===== src/rtl/fetch_unit.sv =====
// Instruction-fetch stage: owns the PC, addresses the asynchronous instruction RAM
// and buffers returned words in a 2-entry queue feeding decode over valid/ready.
module fetch_unit #(
  parameter int unsigned ADDR_WIDTH = 8,
  parameter int unsigned DATA_WIDTH = 32,
  parameter logic [31:0] RESET_PC   = 32'h0000_0000
) (
  input  logic                  clk,
  input  logic                  rst,
  output logic [ADDR_WIDTH-1:0] imem_addr,
  input  logic [DATA_WIDTH-1:0] imem_dout,
  input  logic                  redirect_valid,
  input  logic [31:0]           redirect_pc,
  input  logic                  halt,
  output logic                  instr_valid,
  input  logic                  instr_ready,
  output logic [DATA_WIDTH-1:0] instr,
  output logic [31:0]           instr_pc,
  output logic [31:0]           pc,
  output logic                  misaligned
);

  typedef enum logic {RUN, HALTED} state_e;

  state_e                state_q, state_d;
  logic [31:0]           pc_q, pc_d;
  logic [DATA_WIDTH-1:0] qi_q [2];
  logic [DATA_WIDTH-1:0] qi_d [2];
  logic [31:0]           qp_q [2];
  logic [31:0]           qp_d [2];
  logic                  rd_ptr_q, rd_ptr_d;
  logic                  wr_ptr_q, wr_ptr_d;
  logic [1:0]            count_q, count_d;
  logic                  misaligned_q, misaligned_d;
  logic                  fetch_en;
  logic                  deq;

  always_ff @(posedge clk or posedge rst) begin
    if (rst) state_q <= RUN;
    else     state_q <= state_d;
  end

  // halt wins over a simultaneous redirect; only a redirect without halt restarts fetching
  always_comb begin
    state_d = state_q;
    case (state_q)
      RUN:     if (halt) state_d = HALTED;
      HALTED:  if (redirect_valid && !halt) state_d = RUN;
      default: state_d = RUN;
    endcase
  end

  always_comb begin
    deq      = (count_q != 2'd0) & instr_ready;
    fetch_en = (state_q == RUN) & ~redirect_valid & ((count_q < 2'd2) | deq);
  end

  always_comb begin
    pc_d         = pc_q;
    count_d      = count_q;
    rd_ptr_d     = rd_ptr_q;
    wr_ptr_d     = wr_ptr_q;
    qi_d         = qi_q;
    qp_d         = qp_q;
    misaligned_d = misaligned_q | (redirect_valid & (redirect_pc[1:0] != 2'b00));
    if (redirect_valid) begin
      // the flush discards whatever decode might have taken this cycle
      pc_d     = {redirect_pc[31:2], 2'b00};
      count_d  = 2'd0;
      rd_ptr_d = 1'b0;
      wr_ptr_d = 1'b0;
    end else begin
      if (fetch_en) begin
        qi_d[wr_ptr_q] = imem_dout;
        qp_d[wr_ptr_q] = pc_q;
        wr_ptr_d       = ~wr_ptr_q;
        pc_d           = pc_q + 32'd4;
      end
      if (deq) rd_ptr_d = ~rd_ptr_q;
      count_d = count_q + {1'b0, fetch_en} - {1'b0, deq};
    end
  end

  always_ff @(posedge clk or posedge rst) begin
    if (rst) begin
      pc_q         <= RESET_PC;
      count_q      <= 2'd0;
      rd_ptr_q     <= 1'b0;
      wr_ptr_q     <= 1'b0;
      qi_q[0]      <= '0;
      qi_q[1]      <= '0;
      qp_q[0]      <= '0;
      qp_q[1]      <= '0;
      misaligned_q <= 1'b0;
    end else begin
      pc_q         <= pc_d;
      count_q      <= count_d;
      rd_ptr_q     <= rd_ptr_d;
      wr_ptr_q     <= wr_ptr_d;
      qi_q         <= qi_d;
      qp_q         <= qp_d;
      misaligned_q <= misaligned_d;
    end
  end

  // head outputs come only from registers, so instr_ready never reaches them combinationally
  assign imem_addr   = pc_q[ADDR_WIDTH+1:2];
  assign instr_valid = (count_q != 2'd0);
  assign instr       = qi_q[rd_ptr_q];
  assign instr_pc    = qp_q[rd_ptr_q];
  assign pc          = pc_q;
  assign misaligned  = misaligned_q;

endmodule


===== config.mk =====
export PLATFORM = sky130hd
export DESIGN_NAME = fetch_unit
export DESIGN_NICKNAME = d
export VERILOG_FILES = /design/src/rtl/fetch_unit.sv
export SDC_FILE = /design/constraint.sdc
export NUM_CORES = 1
export LEC_CHECK = 0
export CORE_MARGIN = 3
export CORE_UTILIZATION = 30
export DETAILED_ROUTE_END_ITERATION = 10
export MAX_ROUTING_LAYER = met4
export SYNTH_ARGS = -nofsm -noshare
export SYNTH_HDL_FRONTEND = slang
export SYNTH_SLANG_ARGS = --single-unit

===== constraint.sdc =====
create_clock -name clk -period 6 [get_ports clk]
set_input_delay 1.5 -clock clk [delete_from_list [all_inputs] [get_ports clk]]
set_output_delay 1.5 -clock clk [all_outputs]
set_load 0.1 [all_outputs]

# --- Yosys cells after proc, flatten, opt, wreduce, memory -nomap -nowiden ---
# Cells that the tools add are included.
totals:
  output_inout_bits: 106
  input_bits: 69
  ff_bits: 166
classes:
  magnitude_cmp: 4
  addsub: 3
  muxes: 20
  n_reduce_logical: 8
  bitwise_logic: 12
ops:
  columns: ["operator", "n"]
  rows:
  - ["2-to-1 mux 32 bit", 9]
  - ["bitwise mux 64 bit", 2]
  - ["adder 32 x 3 -> 32 bit (second input constant)", 1]
  - ["demux 32 bit (select 1 bit)", 1]
  - ["nonzero test 2 bit", 4]
  - ["2-to-1 mux 1 bit", 6]
  - ["bitwise AND 1 bit", 4]
  - [">= comparator 2 bit (second input constant)", 2]
  - ["inverter 1 bit", 4]
  - ["inverter 1 -> 2 bit", 2]
  - ["adder 2 x 1 -> 2 bit", 1]
  - ["logical AND 1 bit", 2]
  - ["less-than comparator 2 x 1 -> 1 bit (second input constant)", 1]
  - ["less-than comparator 2 bit (second input constant)", 1]
  - ["2-to-1 mux 2 bit", 1]
  - ["bitwise OR 1 bit", 2]
  - ["one-hot mux 1 bit (2 select lines)", 1]
  - ["AND reduction 2 bit", 1]
  - ["subtractor 2 x 1 -> 2 bit", 1]
  - ["zero test 1 bit", 1]

# --- Longest topological paths before layout ---
depth:
  word_depth: 7
  depth_mapped: 9
  ltp_nobuf: 9

# --- Worst setup path after synthesis ---
# Ideal clock, no wire load.
synth_path:
  path_type: "flip-flop to output port"
  startpoint: "register rd_ptr_q"
  endpoint: "output instr_pc[22]"
  slack_ps: 2979
  t_required_ps: 4500
  arrival_ps: 1521
  stages_incl_launch_ff: 4
  cell_sequence: "dfrtp_1 -> clkbuf_1 -> clkbuf_1 -> mux2_2"
synth_between:
  elab_chain_cells: 4
synth_lines:
  columns: ["item", "line_no", "source"]
  rows:
  - ["from (decl)", "31", "logic rd_ptr_q, rd_ptr_d;"]
  - ["from (signal assigned)", "98", "rd_ptr_q <= rd_ptr_d;"]
  - ["inverter 1 -> 2 bit (implied by the code)", "110", "assign instr_pc = qp_q[rd_ptr_q];"]
  - ["2-to-1 mux 32 bit (implied by the code) (3 in series)", "110", null]
  - ["to (decl)", "18", "output logic [31:0] instr_pc,"]
# No other way between the ends. The select of a mux whose other input is x is not followed.

# --- Worst setup path in the final report ---
layout_path:
  startpoint: "register rd_ptr_q"
  endpoint: "output instr_pc[14]"
# The elaborated chain is that of the path after synthesis.

==> flow_summary.toml <==
[outcome]
status = "complete, no violations"

[route]
routed-via-count = 4899
detailedRoute.firstPassIterationCount = 4
avgRoutedWirePerCell_um = 17.4
via_per_inst = 4.60
antenna_violating_nets_post_route = 0
totalWireLength_um = 18600
route.detailed.drc = 0
drt-initial-drc-count = 252

[finish]
nets_final = 799
mostFrequentLayoutCell = "sky130_fd_sc_hd__mux2_2"
areaGrowthSynthToFinish_pct = 34.1
layout.area.seq_mm2 = 0.00401
leading_cell_types_in_the_layout_fill_and_taps_excluded = "188 x sky130_fd_sc_hd__mux2_2, 169 x sky130_fd_sc_hd__clkdlybuf4s50_1, 159 x sky130_fd_sc_hd__dfrtp_1"
multi_input_comb_area_mm2 = 0.00321
drive_gt1_share_pct = 32.2
final.fill_count = 2314

[placement]
dp_hpwl_um = 12500
buffer_ports.inserted = 170
place_worst_setup_slack_ns = 1.85
place.gp.congestion = 0.771

[sta]
final.hold.worst_slack_ns = 0.473
finClkSkew_ns = 0.0138
maxSlewViolCount = 0
final_hold_viol_count = 0
post-route-min-period_ns = 4.44
report.final.setup_viol = 0
worst_slack_ns = 1.56
worst_margin_pin_slew_ns = 1.04
max_freq_mhz = 225
rsz0062_at_grt = "false"
max_slew_margin_pct = 30.3
layout_worst_path_cycle_share_pct = 74.1
fin_setup_tns_ns = 0

[critical_path]
setup.worst_path.start_class = "flip-flop"
path_max_fanout = 40
worst_setup_path_end_kind = "output port"
reg2reg_setup_slack_ns = 3.48
cp_data_required_time_ns = 4.50
rr_startpoint = "count_q[1]"
worstReg2RegEnd = "qp_q[37]"
r2r_cells = 6
critical_path_class = "flip-flop to output port"
worst-endpoint-arrival_ns = 2.94

[synth]
cell_types_with_the_largest_area_share_after_synthesis = "sky130_fd_sc_hd__dfrtp_1 54%, sky130_fd_sc_hd__mux2_2 28%, sky130_fd_sc_hd__xnor2_1 2.1%"
combined_area_of_all_synthesized_cells_mm2 = 0.00744
synth_edf_count = 0
synth_area_leader_cell = "sky130_fd_sc_hd__dfrtp_1"
ys_seq_area_share_pct = 53.8
synthArstFlopShare_pct = 100
post_synth_num_cell_types = 35
ys_seq_elements = 160
post_synth_inst_count = 570
syn_area_per_cell_um2 = 13.1
dominantRegCellSynth = "sky130_fd_sc_hd__dfrtp_1"
yosys_warnings = 0
synth_top_area_share_pct = 53.8

[clocking]
cts.root.buffer_cell = "sky130_fd_sc_hd__clkbuf_16"
number_of_buffers_inserted_during_clock_tree_synthesis = 17
cts-root-to-sink-buffers = 2
cts_max_level = 4
post_cts_buffers = 0
insertion_delay_ns = 0.42
numClockSinks = 160
number_of_hold_repair_buffers_added_at_the_cts_stage = 0
tritoncts = "yes"
cts.clk_slew.worst_paths_ns = 0.07
cts_repair_resize_count = 0

[floorplanning]
floorplan.die_area_mm2 = 0.0267
io_pins = 175
core_region_area_mm2 = 0.0243
die_w_um = 164
row_count = 57
start_util_pct = 30.6
fp.dieH_um = 164

[job]
timing.max_cap.violations = 0

[worst_hold_path]
min_to = "misaligned"
holdCritPathClass = "flip-flop to flip-flop"
min_from = "misaligned"
min_delay_path_depth = 1

[global_route]
overflow_after_grt = 0
global_route_wire_length_before_repair_um = 29100
grt_pass1_vias = 5141
grt_start_max_net_pins = 99
number_of_antenna_violations_at_the_first_check_in_global_routing = 1
grt.total_usage_pct = 14.5
## Yosys cell counts, drive strengths merged (5+ instances only)
cell	number
mux2	188
dfrtp	160
nand2	35
o21ai	29
buf	28
xnor2	18
clkbuf	14
nand4	13
xor2	13
nand3	12
and3	9
nor2	9
and2	8
nor3	5
nor4	5
## registers in the layout, summed over array words and instances (netlist names)
register / cells
misaligned: 1
state_q: 1
qp_q: 60
count_q: 2
wr_ptr_q: 1
qi_q: 64
pc: 30
rd_ptr_q: 1
## worst max-delay path, stage by stage (launching register included)
cell                              delay, ns
sky130_fd_sc_hd__dfrtp_2               0.81
sky130_fd_sc_hd__buf_12                0.33
sky130_fd_sc_hd__mux2_2                0.38
sky130_fd_sc_hd__clkdlybuf4s50_1       0.97
## stage by stage
step	util (%)	instances	instance area, um^2
after global placement	38.7	1032	9420
after floorplan	-	573	7450
after global routing	41.0	1065	9980
after CTS	41.0	1064	9970
final	41.0	1065	9980
after detailed placement	38.7	1032	9420
## area by class of cell
cell class	count	share of cell area, %
flip-flops and latches	160	40.1
multi-input cells	366	32.2
repair buffers	177	17.8
clock buffers	21	4.72
well taps	324	4.06
clock inverters	11	0.815
inverters	5	0.238
diodes	1	0.0251
## layer usage
layer / GRT usage [%] / share of wire [%] / wire [um]
met1: 20.0 / 48 / 8910
met2: 21.2 / 43 / 8050
met3: 4.67 / 8.0 / 1490
met4: 3.00 / 0.57 / 106
met5: - / 0 / 0
## kinds of logic (layout without fill, tap and decap cells)
logic type | after synthesis | after routing | share of synthesized area (%)
muxes | 189 | 189 | 28.6
DFF | 160 | 160 | 53.8
and+or+nand+nor | 107 | 107 | 7.90
buffers and inverters | 47 | 214 | 3.30
AOI/OAI and AO/OA | 32 | 32 | 2.22
xor gates and xnor gates | 31 | 31 | 3.65
adders and majority gates | 3 | 3 | 0.504
other | 1 | 5 | 0.0504
## worst max path at each step
stage / from / endpoint / slack, ns / cells after the start
floorplan: rst / count_q[0] / 0.18 / 1
global placement: instr_ready / qp_q[39] / 1.92 / 7
detailed placement: instr_ready / qi_q[17] / 1.85 / 5
CTS: rd_ptr_q / instr_pc[14] / 1.47 / 3
global route: rd_ptr_q / instr_pc[28] / 1.40 / 3
finish: rd_ptr_q / instr_pc[14] / 1.56 / 3
Power is not shown: default switching activity piles up to over one toggle a cycle in this logic, so the estimate is an artifact.
